$ cat src/rtl/blink_pkg.sv
// Shared definitions for the blink array: per-channel state encoding.
package blink_pkg;

    localparam int STATE_W = 2;

    typedef enum logic [STATE_W-1:0] {
        ST_STOP = 2'b00,
        ST_ON   = 2'b01,
        ST_OFF  = 2'b10
    } state_t;

endpackage

$ cat src/rtl/blink_array_controller_if.sv
// Control/indicator bundle between register logic (master) and the blink array (slave).
interface blink_array_controller_if
    import blink_pkg::*;
#(
    parameter int CHANNELS = 4,
    parameter int CNT_W    = 8,
    parameter int REP_W    = 4
);
    logic [CHANNELS-1:0]         start;
    logic [CHANNELS-1:0]         en;
    logic [CHANNELS-1:0]         burst;
    logic [CHANNELS*CNT_W-1:0]   on_time;
    logic [CHANNELS*CNT_W-1:0]   off_time;
    logic [CHANNELS*REP_W-1:0]   reps;
    logic [CHANNELS-1:0]         light;
    logic [CHANNELS-1:0]         busy;
    logic [CHANNELS-1:0]         done;
    logic [CHANNELS*STATE_W-1:0] dbg_state;

    // start is a level sampled every clk edge; there is no ready back-pressure,
    // a start with en=1 is always accepted on the edge where it is seen.
    modport master (
        output start, en, burst, on_time, off_time, reps,
        input  light, busy, done, dbg_state
    );

    modport slave (
        input  start, en, burst, on_time, off_time, reps,
        output light, busy, done, dbg_state
    );

endinterface

$ cat src/rtl/blink_channel.sv
// One blinker: STOP/ON/OFF FSM with its own period counter, rep counter and latched settings.
module blink_channel
    import blink_pkg::*;
#(
    parameter int CNT_W = 8,
    parameter int REP_W = 4
) (
    input  logic             i_clk,
    input  logic             i_rst_n,
    input  logic             i_start,
    input  logic             i_en,
    input  logic             i_burst,
    input  logic [CNT_W-1:0] i_on_time,
    input  logic [CNT_W-1:0] i_off_time,
    input  logic [REP_W-1:0] i_reps,
    output logic             o_light,
    output logic             o_busy,
    output logic             o_done,
    output state_t           o_state
);

    state_t           r_state;
    logic [CNT_W-1:0] r_cnt;
    logic [REP_W-1:0] r_rep;
    logic [CNT_W-1:0] r_on;
    logic [CNT_W-1:0] r_off;
    logic [REP_W-1:0] r_reps;
    logic             r_burst;
    logic             r_light;
    logic             r_busy;
    logic             r_done;

    state_t           w_state_nx;
    logic [CNT_W-1:0] w_cnt_nx;
    logic [REP_W-1:0] w_rep_nx;
    logic             w_done_nx;
    logic             w_latch;
    logic [CNT_W-1:0] w_on_last;
    logic [CNT_W-1:0] w_off_last;
    logic [REP_W-1:0] w_reps_last;

    // Zero durations/counts behave as one, so the terminal count is never -1.
    assign w_on_last   = (r_on   == '0) ? '0 : r_on   - CNT_W'(1);
    assign w_off_last  = (r_off  == '0) ? '0 : r_off  - CNT_W'(1);
    assign w_reps_last = (r_reps == '0) ? '0 : r_reps - REP_W'(1);
    assign w_latch     = i_en & i_start;

    always_comb begin
        w_state_nx = r_state;
        w_cnt_nx   = r_cnt;
        w_rep_nx   = r_rep;
        w_done_nx  = 1'b0;
        // Priority: enable drop, then (re)start, then phase progress.
        if (!i_en) begin
            w_state_nx = ST_STOP;
            w_cnt_nx   = '0;
            w_rep_nx   = '0;
        end else if (i_start) begin
            w_state_nx = ST_ON;
            w_cnt_nx   = '0;
            w_rep_nx   = '0;
        end else begin
            case (r_state)
                ST_STOP: begin
                    w_cnt_nx = '0;
                    w_rep_nx = '0;
                end
                ST_ON: begin
                    if (r_cnt == w_on_last) begin
                        w_state_nx = ST_OFF;
                        w_cnt_nx   = '0;
                    end else begin
                        w_cnt_nx = r_cnt + CNT_W'(1);
                    end
                end
                ST_OFF: begin
                    if (r_cnt == w_off_last) begin
                        w_cnt_nx   = '0;
                        w_state_nx = ST_ON;
                        if (r_burst) begin
                            if (r_rep == w_reps_last) begin
                                w_state_nx = ST_STOP;
                                w_rep_nx   = '0;
                                w_done_nx  = 1'b1;
                            end else begin
                                w_rep_nx = r_rep + REP_W'(1);
                            end
                        end
                    end else begin
                        w_cnt_nx = r_cnt + CNT_W'(1);
                    end
                end
                default: begin
                    w_state_nx = ST_STOP;
                    w_cnt_nx   = '0;
                    w_rep_nx   = '0;
                end
            endcase
        end
    end

    always_ff @(posedge i_clk or negedge i_rst_n) begin
        if (!i_rst_n) begin
            r_state <= ST_STOP;
            r_cnt   <= '0;
            r_rep   <= '0;
            r_light <= 1'b0;
            r_busy  <= 1'b0;
            r_done  <= 1'b0;
        end else begin
            r_state <= w_state_nx;
            r_cnt   <= w_cnt_nx;
            r_rep   <= w_rep_nx;
            r_light <= (w_state_nx == ST_ON);
            r_busy  <= (w_state_nx != ST_STOP);
            r_done  <= w_done_nx;
        end
    end

    // Settings only change on an accepted start.
    always_ff @(posedge i_clk or negedge i_rst_n) begin
        if (!i_rst_n) begin
            r_on    <= '0;
            r_off   <= '0;
            r_reps  <= '0;
            r_burst <= 1'b0;
        end else if (w_latch) begin
            r_on    <= i_on_time;
            r_off   <= i_off_time;
            r_reps  <= i_reps;
            r_burst <= i_burst;
        end
    end

    assign o_light = r_light;
    assign o_busy  = r_busy;
    assign o_done  = r_done;
    assign o_state = r_state;

endmodule

$ cat src/rtl/blink_array_controller.sv
// Array of independent blink channels driving LED/indicator pins from packed control vectors.
module blink_array_controller
    import blink_pkg::*;
#(
    parameter int CHANNELS = 4,
    parameter int CNT_W    = 8,
    parameter int REP_W    = 4
) (
    input logic                    clk,
    input logic                    reset,
    blink_array_controller_if.slave bus
);

    logic [CHANNELS-1:0]         w_light;
    logic [CHANNELS-1:0]         w_busy;
    logic [CHANNELS-1:0]         w_done;
    logic [CHANNELS*STATE_W-1:0] w_state;

    for (genvar g = 0; g < CHANNELS; g++) begin : g_ch
        state_t w_ch_state;

        blink_channel #(
            .CNT_W (CNT_W),
            .REP_W (REP_W)
        ) u_channel (
            .i_clk      (clk),
            .i_rst_n    (reset),
            .i_start    (bus.start[g]),
            .i_en       (bus.en[g]),
            .i_burst    (bus.burst[g]),
            .i_on_time  (bus.on_time[g*CNT_W +: CNT_W]),
            .i_off_time (bus.off_time[g*CNT_W +: CNT_W]),
            .i_reps     (bus.reps[g*REP_W +: REP_W]),
            .o_light    (w_light[g]),
            .o_busy     (w_busy[g]),
            .o_done     (w_done[g]),
            .o_state    (w_ch_state)
        );

        assign w_state[g*STATE_W +: STATE_W] = w_ch_state;
    end

    assign bus.light     = w_light;
    assign bus.busy      = w_busy;
    assign bus.done      = w_done;
    assign bus.dbg_state = w_state;

endmodule

$ cat src/flat_wrapper.sv
// flat-port wrapper written by rule: the top's interface ports become plain ports
module blink_array_controller_flat import blink_pkg::*;
#(
    parameter int CHANNELS = 4,
    parameter int CNT_W    = 8,
    parameter int REP_W    = 4
)
  (clk, reset, bus_start, bus_en, bus_burst, bus_on_time, bus_off_time, bus_reps, bus_light, bus_busy, bus_done, bus_dbg_state);
  blink_array_controller_if #(.CHANNELS(CHANNELS), .CNT_W(CNT_W), .REP_W(REP_W)) bus_i ();
  input logic clk;
  input logic reset;
  input wire logic [$bits(bus_i.start)-1:0] bus_start;
  input wire logic [$bits(bus_i.en)-1:0] bus_en;
  input wire logic [$bits(bus_i.burst)-1:0] bus_burst;
  input wire logic [$bits(bus_i.on_time)-1:0] bus_on_time;
  input wire logic [$bits(bus_i.off_time)-1:0] bus_off_time;
  input wire logic [$bits(bus_i.reps)-1:0] bus_reps;
  output wire logic [$bits(bus_i.light)-1:0] bus_light;
  output wire logic [$bits(bus_i.busy)-1:0] bus_busy;
  output wire logic [$bits(bus_i.done)-1:0] bus_done;
  output wire logic [$bits(bus_i.dbg_state)-1:0] bus_dbg_state;
  assign bus_i.start = bus_start;
  assign bus_i.en = bus_en;
  assign bus_i.burst = bus_burst;
  assign bus_i.on_time = bus_on_time;
  assign bus_i.off_time = bus_off_time;
  assign bus_i.reps = bus_reps;
  assign bus_light = bus_i.light;
  assign bus_busy = bus_i.busy;
  assign bus_done = bus_i.done;
  assign bus_dbg_state = bus_i.dbg_state;
  blink_array_controller #(.CHANNELS(CHANNELS), .CNT_W(CNT_W), .REP_W(REP_W)) u_core (.clk(clk), .reset(reset), .bus(bus_i));
endmodule
$ cat config.mk
export PLATFORM = sky130hd
export DESIGN_NAME = blink_array_controller_flat
export DESIGN_NICKNAME = d
export VERILOG_FILES = /design/src/rtl/blink_pkg.sv /design/src/rtl/blink_array_controller_if.sv /design/src/rtl/blink_channel.sv /design/src/rtl/blink_array_controller.sv /design/src/flat_wrapper.sv
export SDC_FILE = /design/constraint.sdc
export NUM_CORES = 1
export LEC_CHECK = 0
export CORE_MARGIN = 2
export CORE_UTILIZATION = 27
export CTS_BUF_LIST = sky130_fd_sc_hd__clkbuf_16
export DETAILED_ROUTE_END_ITERATION = 8
export SLEW_MARGIN = 20
export SYNTH_ARGS = -nofsm -noshare
export SYNTH_HDL_FRONTEND = slang
export SYNTH_SLANG_ARGS = --single-unit
$ cat constraint.sdc
create_clock -name clk -period 3.75 [get_ports clk]
set_input_delay 0.5625 -clock clk [delete_from_list [all_inputs] [get_ports clk]]
set_output_delay 0.5625 -clock clk [all_outputs]
set_load 0.005 [all_outputs]
==> results of run 1 <==
-- synth_stat cells (6+ instances only) --
| library cell | count |
|---|---|
| buf_4 | 12 |
| ha_1 | 32 |
| or2_2 | 10 |
| mux2_2 | 80 |
| a211oi_1 | 6 |
| a211o_1 | 8 |
| a31oi_1 | 9 |
| and3_1 | 18 |
| nand3b_1 | 8 |
| buf_1 | 7 |
| o22ai_1 | 6 |
| o31ai_1 | 8 |
| inv_1 | 65 |
| dfrtp_1 | 152 |
| o21bai_1 | 6 |
| clkbuf_1 | 39 |
| nor3_1 | 36 |
| or4_1 | 13 |
| nor2b_1 | 22 |
| or3_1 | 25 |
| nor3b_1 | 16 |
| a22oi_1 | 6 |
| mux2i_1 | 13 |
| xor2_1 | 33 |
| nor2_1 | 87 |
| o21ai_0 | 50 |
| xnor2_1 | 39 |
| nand4_1 | 10 |
| nand2_1 | 64 |
| o211ai_1 | 10 |
| nand2b_1 | 14 |
| nand3_1 | 38 |
| nor4b_1 | 6 |
| a21oi_1 | 28 |
| o21a_1 | 10 |
| nor4_1 | 18 |
| and2_1 | 11 |
-- through the flow --
step | instances | worst slack, ns
after floorplan | 1121 | 0.6609
after CTS | 1727 | 0.4344
after detailed placement | 1695 | 0.4631
after global routing | 1727 | 0.1518
final | 1727 | 0.4356
after global placement | 1695 | 0.5307
-- cell type report --
cell class                 count  share of cell area (%)
inverter                      65                   1.961
sequential                   152                   30.57
multi-input combinational    846                   48.33
clock buffer                  17                   3.419
tap                          511                   5.138
clock inverter                15                  0.9050
timing repair buffer         121                   9.683
-- kinds of logic (layout without fill, tap and decap cells) --
logic type / after synthesis / count (layout) / share of synthesized area (%)
adders and majority gates: 32 / 32 / 3.878
muxes: 93 / 93 / 9.987
and+or+nand+nor: 427 / 427 / 22.88
DFF: 152 / 152 / 36.84
buffers and inverters: 123 / 218 / 4.909
AOI/OAI and AO/OA: 221 / 221 / 15.17
xor gates and xnor gates: 73 / 73 / 6.327
-- worst max-delay path: cells and delay by family (launching register included) --
| family | cells | cell delay, ns |
|---|---|---|
| and+or+nand+nor | 5 | 1.43 |
| AOI/OAI and AO/OA | 3 | 0.93 |
| DFF | 1 | 0.45 |
| adders and majority gates | 1 | 0.29 |
| buffers and inverters | 1 | 0.10 |
-- power groups by stage --
stage | Combinational, mW | Clock, mW | Sequential (mW)
final | 0.984 | 1.63 | 2.01
after global routing | 1.10 | 1.76 | 2.05
after CTS | 0.992 | 1.70 | 2.01
after detailed placement | 0.984 | 0 | 2.04
after global placement | 0.965 | 0 | 2.03
after floorplan | 0.759 | 0 | 1.93
-- layer usage --
metal | GRT usage [%] | vias to the layer above | wire, µm | share of wire [%]
met3 | 3.308 | 21 | 955 | 3.8
li1 | - | 4252 | - | -
met4 | 3.429 | 0 | 289 | 1.2
met2 | 21.57 | 123 | 11910 | 48
met1 | 16.74 | 4219 | 11810 | 47
met5 | 0 | - | 0 | 0
-- sequential cells by signal (all words and copies together) (netlist names), 8 cells and up --
register and flops:
u_core.g_ch.u_channel.r_off 32, u_core.g_ch.u_channel.r_cnt 32, u_core.g_ch.u_channel.r_rep 16, u_core.g_ch.u_channel.r_reps 16, u_core.g_ch.u_channel.o_state 8, u_core.g_ch.u_channel.r_on 32
-- final timing paths --
kind                                              startpoint                                end  slack, ns  cells after the start
max in group asynchronous                              reset   u_core.g_ch[0].u_channel.r_on[3]       2.72                      2
setup / recovery           u_core.g_ch[2].u_channel.r_off[0]    u_core.g_ch[2].u_channel.o_busy       0.44                     10
hold reg to reg             u_core.g_ch[0].u_channel.r_burst   u_core.g_ch[0].u_channel.r_burst       0.52                      1
min in group clk            u_core.g_ch[0].u_channel.r_burst   u_core.g_ch[0].u_channel.r_burst       0.52                      1
setup reg to reg           u_core.g_ch[2].u_channel.r_off[0]    u_core.g_ch[2].u_channel.o_busy       0.44                     10
hold / removal                                         reset  u_core.g_ch[3].u_channel.r_cnt[2]       0.14                      1
==> flow_summary.toml, run 1 <==
[run_status]
status = "finished, final reports clean"

[sta]
period_needed_ns = 3.314
clock_skew_ns = 0.01127
hold_violations = 0
hold-worst-slack_ns = 0.1367
fin_crit_sh_pct = 88.38
fmax_mhz = 301.7
tns_ns = 0
worst_pin_slew_ns = 1.025
rsz0062_at_grt = "no"
slew_viol_final = 0
setup_viol = 0
slew_headroom_pct = 31.49

[synth]
ys_seq_area_share_pct = 36.84
ys.flop_type = "dfrtp_1"
synth_edf_count = 0
synth_cell_types = 80
syn_area_per_cell_um2 = 9.209
synth_top_area_share_pct = 36.84
netlist_top_cells_area = "dfrtp_1 37%, mux2_2 8.7%, ha_1 3.9%, xnor2_1 3.3%, nor2_1 3.2%"
synth.cell_area_um2 = 10320
async_reset_ff_share_pct = 100.0
syn-num-nets = 1247
ys_warn_count = 0
synth_top_cell_by_area = "dfrtp_1"
syn_inst = 1121
synth_seq_cells = 152

[power]
p_sw_mw = 1.420
p_leak_nw = 4.929
sequentialPowerShare_pct = 43.5
p_int_mw = 3.211
netSwitchingFraction_pct = 30.66
powerDensity_nw_per_um2 = 372.1
totalPowerFinal_mw = 4.630
power_frac_clock_pct = 35.3
ir_drop_mv = 0.2558
p_comb_share_pct = 21.3

[final_layout]
fillers = 3936
drive_gt1_share_pct = 11.68
nNetsFinal = 1329
multi_input_area_um2 = 6013
fin_util_pct = 33.04
final_cell_mix = "152 x dfrtp_1, 112 x clkdlybuf4s50_1, 87 x nor2_1, 80 x mux2_2, 66 x inv_1"
final_common_cell = "dfrtp_1"
diodes = 0
seqCellArea_um2 = 3804
final_area_um2 = 12440
syn_to_final_growth_pct = 20.53

[setup_path]
cp_max_fo = 8
cp-end-kind = "flop"
worstSetupStartpointType = "flop"
crit_chain = "inv_1, ha_1, nor3b_2, nor4_1, or3_1, a221o_1, or3_4, o32a_1, o221a_4, or2_1"
slowest_delay_ns = 0.45
criticalPathCategory = "reg2reg"
cp_slowest_cell = "dfrtp_1"
crit_arrival_ns = 3.65
crit_required_ns = 4.08

[floorplan]
dieArea_um2 = 39820
start_util_pct = 27.41
die_width_um = 199.5
row_count = 71
ios = 114
core_um2 = 37670
die_h_um = 199.5

[worst_hold_path]
hold_class = "in2async"

[clock_network]
cts.sinks = 152
cts_hold_buf = 0
cts.clk_slew.worst_paths_ns = 0.07
cts_buffers = 17
cts_setup_buffers = 0
cts_root_buf = "clkbuf_16"
insertion_delay_ns = 0.44
htree_levels = 4
clockBufferDepth = 2
cts_resized = 0
cts_tree = "done"

[route]
dr.first_iter.drc_count = 350
wl_per_cell_um = 14.45
drt_pre_antenna_iters = 5
ant_nets = 0
routed_wl_mm = 24.96
drc = 0
routed_via_density = 4.988
via_count = 8615

[placed_design]
numPortBuffers = 113
dpl_cell_area_um2 = 11910
gp_congestion = 0.8253
hpwl_mm = 18.30

[global_route]
grt_pass1_vias = 8366
grt_overflow_total = 0
grt_pass1_wl_mm = 41.81
grt_start_max_net_pins = 78
grt_usage_pct = 12.99
antenna_found_initial = 0

[job]
drv_cap = 0
Note: power is estimated with default switching activity, not from simulation.
==> inputs of run 2 (changes only) <==
CORE_MARGIN = unset   (was 2)
==> run 2 against run 1 <==
Net effect:
- non-clock buffer count did not move
- core utilization rose by 0.063 points
- maximum frequency fell by 0.76%
- final cell count did not move
- sequential power barely moved
- total power rose by 1.4%
- die area fell by 2.0%
- worst setup slack got worse by 0.025 ns
- via count fell by 0.21%
- clock power rose by 4%
- critical endpoint unchanged
- largest cell class unchanged
==> flow_summary.toml, run 2 (synthesized netlist as in run 1, its figures left out) <==
[run_status]
status = "finished, final reports clean"

[final_layout]
diodes = 0
final_cell_mix = "152 x dfrtp_1, 112 x clkdlybuf4s50_1, 87 x nor2_1, 80 x mux2_2, 66 x inv_1"
final_common_cell = "dfrtp_1"
nNetsFinal = 1329
fin_util_pct = 33.10
top_regs = "u_core.g_ch.u_channel.r_cnt (32), u_core.g_ch.u_channel.r_off (32), u_core.g_ch.u_channel.r_on (32)"
syn_to_final_growth_pct = 20.76
drive_gt1_share_pct = 11.84

[setup_path]
crit_required_ns = 4.09
cp-end-kind = "flop"
cp_max_fo = 8
criticalPathCategory = "reg2reg"
crit_arrival_ns = 3.68
reg2reg_slack_ns = 0.41
worstSetupStartpointType = "flop"

[power]
powerDensity_nw_per_um2 = 376.5
power_frac_clock_pct = 36.1
netSwitchingFraction_pct = 30.16
p_leak_nw = 4.955
sequentialPowerShare_pct = 43.0
p_int_mw = 3.279
p_sw_mw = 1.416
ir_drop_mv = 0.2933
p_comb_share_pct = 20.9

[global_route]
grt_start_max_net_pins = 80
grt_pass1_wl_mm = 41.24
grt_overflow_total = 0
grt_pass1_vias = 8313
antenna_found_initial = 0
grt_usage_pct = 13.20

[clock_network]
cts_tree = "done"
cts_hold_buf = 0
htree_levels = 4
cts_setup_buffers = 0
insertion_delay_ns = 0.46
cts_resized = 0
cts.clk_slew.worst_paths_ns = 0.07
cts_root_buf = "clkbuf_16"
cts.sinks = 152
cts_buffers = 17
clockBufferDepth = 2

[placed_design]
gp_congestion = 0.8331
pre_cts_ws_ns = 0.4666
numPortBuffers = 113
hpwl_mm = 18.20

[floorplan]
die_h_um = 197.5
core_um2 = 37670
ios = 114
start_util_pct = 27.41
dieArea_um2 = 39020
row_count = 71
die_width_um = 197.5

[sta]
fin_crit_sh_pct = 89.06
rsz0062_at_grt = "no"
hold_violations = 0
setup_viol = 0
clock_skew_ns = 0.01130
period_needed_ns = 3.340
worst_slack_ns = 0.4102
tns_ns = 0
slew_viol_final = 0
fmax_mhz = 299.4
worst_pin_slew_ns = 1.019
slew_headroom_pct = 31.92

[route]
drt_pre_antenna_iters = 5
dr.first_iter.drc_count = 383
ant_nets = 0
drc = 0
via_count = 8597
routed_via_density = 4.978
wl_per_cell_um = 14.27
routed_wl_mm = 24.64

[job]
drv_cap = 0

[worst_hold_path]
hold_class = "in2async"
[run 2: changes by cell type in the layout (fill, tap and decap cells not counted), sizes merged]
cell,before,now
clkinvlp,6,3
clkinv,6,8
bufinv,1,2
[run 2: power by group through the flow]
| stage | clock, mW | combinational (mW) | sequential [mW] |
|---|---|---|---|
| after global routing | 1.82 | 1.11 | 2.05 |
| after floorplan | 0 | 0.759 | 1.93 |
| after CTS | 1.76 | 0.993 | 2.02 |
| final | 1.70 | 0.982 | 2.02 |
| after detailed placement | 0 | 0.985 | 2.04 |
| after global placement | 0 | 0.966 | 2.03 |
[run 2: metal layers]
layer	routed length (µm)	vias up	track usage (%)
met1	11840	4194	16.95
met5	0	-	0
li1	-	4252	-
met3	928	26	3.159
met2	11450	125	21.24
met4	419	0	5.197
[run 2: final timing paths]
kind / from / endpoint / cells past startpoint
hold reg to reg: u_core.g_ch[0].u_channel.r_burst / u_core.g_ch[0].u_channel.r_burst / 1
setup / recovery: u_core.g_ch[2].u_channel.r_off[0] / u_core.g_ch[2].u_channel.o_busy / 10
max in group asynchronous: reset / u_core.g_ch[0].u_channel.r_rep[0] / 2
min in group clk: u_core.g_ch[0].u_channel.r_burst / u_core.g_ch[0].u_channel.r_burst / 1
hold / removal: reset / u_core.g_ch[3].u_channel.r_cnt[2] / 1
setup reg to reg: u_core.g_ch[2].u_channel.r_off[0] / u_core.g_ch[2].u_channel.o_busy / 10
[run 2: through the flow]
stage	area (µm²)	power, mW	std cells	hold slack [ns]
floorplan	10320	2.692	1121	0.2669
global placement	11910	3.000	1695	0.4860
detailed placement	11910	3.029	1695	0.4916
CTS	12470	4.768	1727	0.1466
global route	12470	4.985	1727	0.1768
finish	12470	4.694	1727	0.1189
[run 2: critical path, cell delays in order (launching register included)]
cell     delay (ns)
dfrtp_1        0.45
inv_1          0.10
ha_1           0.28
nor3b_2        0.39
nor4_1         0.12
or3_1          0.35
a221o_1        0.31
or3_4          0.38
o32a_1         0.36
o221a_4        0.25
or2_1          0.22
[run 2: cell type report]
type                            instances  area (µm²)
Tap cell                              511       639.4
Clock buffer                           17       425.4
Timing Repair Buffer                  121        1205
Inverter                               65       244.0
Sequential cell                       152        3804
Multi-Input combinational cell        846        6013
Fill cell                            3901       25200
Clock inverter                         15       136.4
==> inputs of run 3 (changes only) <==
SYNTH_HIERARCHICAL = 1   (was unset)
==> run 3 against run 2 <==
Net effect:
- design area grew 2.2%
- synthesized cell count shrank 1.7%
- largest power group unchanged
- critical path type unchanged
- clock power grew 6%
- sequential share of layout area shrank 0.64 points
==> flow_summary.toml, run 3 <==
[run_status]
status = "finished, final reports clean"

[final_layout]
top_regs = "u_core/g_ch.u_channel/r_cnt (32), u_core/g_ch.u_channel/r_off (32), u_core/g_ch.u_channel/r_on (32)"
final_cell_mix = "152 x dfrtp_1, 112 x clkdlybuf4s50_1, 80 x mux2_2, 62 x nor2_1, 60 x inv_1"
seqCellArea_um2 = 3804
diodes = 0
drive_gt1_share_pct = 14.69
syn_to_final_growth_pct = 20.72
nNetsFinal = 1311
final_common_cell = "dfrtp_1"
multi_input_area_um2 = 6287
fillers = 4016
final_area_um2 = 12740

[global_route]
grt_usage_pct = 13.60
grt_start_max_net_pins = 77
grt_pass1_vias = 8383
grt_overflow_total = 0
antenna_found_initial = 0
grt_pass1_wl_mm = 43.17

[clock_network]
cts.clk_slew.worst_paths_ns = 0.06
cts_root_buf = "clkbuf_16"
cts_setup_buffers = 0
cts_buffers = 17
cts_resized = 0
clockBufferDepth = 2
insertion_delay_ns = 0.45
htree_levels = 4
cts.sinks = 152
cts_hold_buf = 0
cts_tree = "done"

[synth]
synth_top_cell_by_area = "dfrtp_1"
yosys-top-cells-count = "152 x dfrtp_1, 80 x mux2_2, 62 x nor2_1, 59 x inv_1"
synth.cell_area_um2 = 10550
synth.most_common_cell = "dfrtp_1"
syn-num-nets = 1228
async_reset_ff_share_pct = 100.0
synth_cell_types = 106
syn_area_per_cell_um2 = 9.574
ys_seq_area_share_pct = 36.05
ys_warn_count = 6
netlist_top_cells_area = "dfrtp_1 36%, mux2_2 8.5%, ha_1 3.8%, xor2_1 2.6%, xnor2_1 2.5%"
synth_top_area_share_pct = 36.05
syn_inst = 1102
synth_seq_cells = 152
ys.flop_type = "dfrtp_1"
synth_edf_count = 0

[power]
p_leak_nw = 4.969
powerDensity_nw_per_um2 = 385.5
totalPowerFinal_mw = 4.909
ir_drop_mv = 0.2628

[sta]
rsz0062_at_grt = "no"
worst_pin_slew_ns = 1.037
setup_viol = 0
clock_skew_ns = 0.01282
period_needed_ns = 3.180
fin_crit_sh_pct = 84.80
tns_ns = 0
hold_violations = 0
slew_viol_final = 0
slew_headroom_pct = 30.68
fmax_mhz = 314.5

[floorplan]
ios = 114
core_um2 = 38560
row_count = 72
start_util_pct = 27.36
die_h_um = 199.7
dieArea_um2 = 39870
die_width_um = 199.7

[job]
drv_cap = 0

[placed_design]
numPortBuffers = 113
gp_congestion = 0.8567
dpl_cell_area_um2 = 12130
hpwl_mm = 19.45

[worst_hold_path]
hold_class = "in2async"

[setup_path]
crit_arrival_ns = 3.54
worstSetupStartpointType = "flop"
cp-end-kind = "flop"
reg2reg_slack_ns = 0.57
crit_required_ns = 4.11
r2r-start = "u_core/g_ch[0].u_channel/r_off[0]"
slowest_delay_ns = 0.56
criticalPathCategory = "reg2reg"
cp_common_cell = "a211oi_1"
timing.rr.end = "u_core/g_ch[0].u_channel/r_rep[1]"
cp_slowest_cell = "o31ai_1"
rr_worst_depth = 9
crit_chain = "inv_1, ha_1, nor3b_2, a211oi_1, a211oi_1, o211ai_1, o31ai_1, and2_1, mux2i_1"
cp_max_fo = 9

[route]
routed_wl_mm = 26.33
drt_pre_antenna_iters = 7
ant_nets = 0
wl_per_cell_um = 15.34
routed_via_density = 5.108
dr.first_iter.drc_count = 453
drc = 0
via_count = 8765
==> run 3: cell count changes in the layout (fill, tap and decap cells not counted), moves of 9 or more <==
cell      change
a211oi_1     +13
nand2_1      -19
nand2b_1      +9
nor2_1       -25
xnor2_1       -9
==> run 3: worst max-delay path: cells and delay by family, from the launching register on <==
family | cells | cell delay (ns)
AOI/OAI and AO/OA | 4 | 1.35
adders and majority gates | 1 | 0.34
buffers and inverters | 1 | 0.10
DFF | 1 | 0.45
muxes | 1 | 0.20
and+or+nand+nor | 2 | 0.66
==> run 3: worst max path at each step <==
stage	startpoint	to	cells past startpoint
floorplan	u_core/g_ch[0].u_channel/r_off[0]	u_core/g_ch[0].u_channel/o_busy	11
global placement	u_core/g_ch[0].u_channel/r_off[0]	u_core/g_ch[0].u_channel/r_rep[1]	9
detailed placement	u_core/g_ch[0].u_channel/r_off[0]	u_core/g_ch[0].u_channel/r_rep[1]	9
CTS	u_core/g_ch[0].u_channel/r_off[0]	u_core/g_ch[0].u_channel/r_rep[1]	9
global route	u_core/g_ch[0].u_channel/r_off[0]	u_core/g_ch[0].u_channel/r_rep[1]	9
finish	u_core/g_ch[0].u_channel/r_off[0]	u_core/g_ch[0].u_channel/r_rep[1]	9
==> run 3: cell families (layout without fill, tap and decap cells) <==
group | Yosys count | in the layout | synth area share, %
and+or+nand+nor | 403 | 403 | 23.07
adders and majority gates | 32 | 32 | 3.795
AOI/OAI and AO/OA | 251 | 251 | 17.75
muxes | 88 | 88 | 9.298
buffers and inverters | 112 | 208 | 4.376
DFF | 152 | 152 | 36.05
xor gates and xnor gates | 64 | 64 | 5.657
==> run 3: layout make-up <==
| cell class | instances | share of cell area [%] |
|---|---|---|
| Clock inverter | 15 | 1.375 |
| Sequential cell | 152 | 29.87 |
| Inverter | 59 | 1.739 |
| Timing Repair Buffer | 117 | 9.225 |
| Tap cell | 518 | 5.089 |
| Multi-Input combinational cell | 838 | 49.37 |
| Clock buffer | 17 | 3.340 |
==> run 3: through the flow <==
| stage | cells | hold WS [ns] | setup WS [ns] | utilization (%) |
|---|---|---|---|---|
| global placement | 1684 | 0.4989 | 0.8047 | 31.47 |
| detailed placement | 1684 | 0.5049 | 0.6676 | 31.47 |
| global route | 1716 | 0.03723 | 0.3270 | 33.03 |
| floorplan | 1102 | 0.2669 | 0.9890 | - |
| finish | 1716 | 0.01922 | 0.5699 | 33.03 |
| CTS | 1716 | 0.01610 | 0.6557 | 33.03 |
==> run 3: where the power goes <==
group	switching (mW)	leakage [nW]	internal [mW]
Combinational	0.494	2.75	0.565
Clock	0.757	0.293	1.05
Sequential	0.262	1.92	1.78
==> run 3: layer usage <==
metal | global-route usage, % | vias to the layer above | wire [µm]
li1 | - | 4284 | -
met1 | 17.47 | 4310 | 12450
met2 | 22.53 | 146 | 12600
met3 | 2.751 | 25 | 873
met4 | 4.750 | 0 | 399
met5 | 0 | - | 0
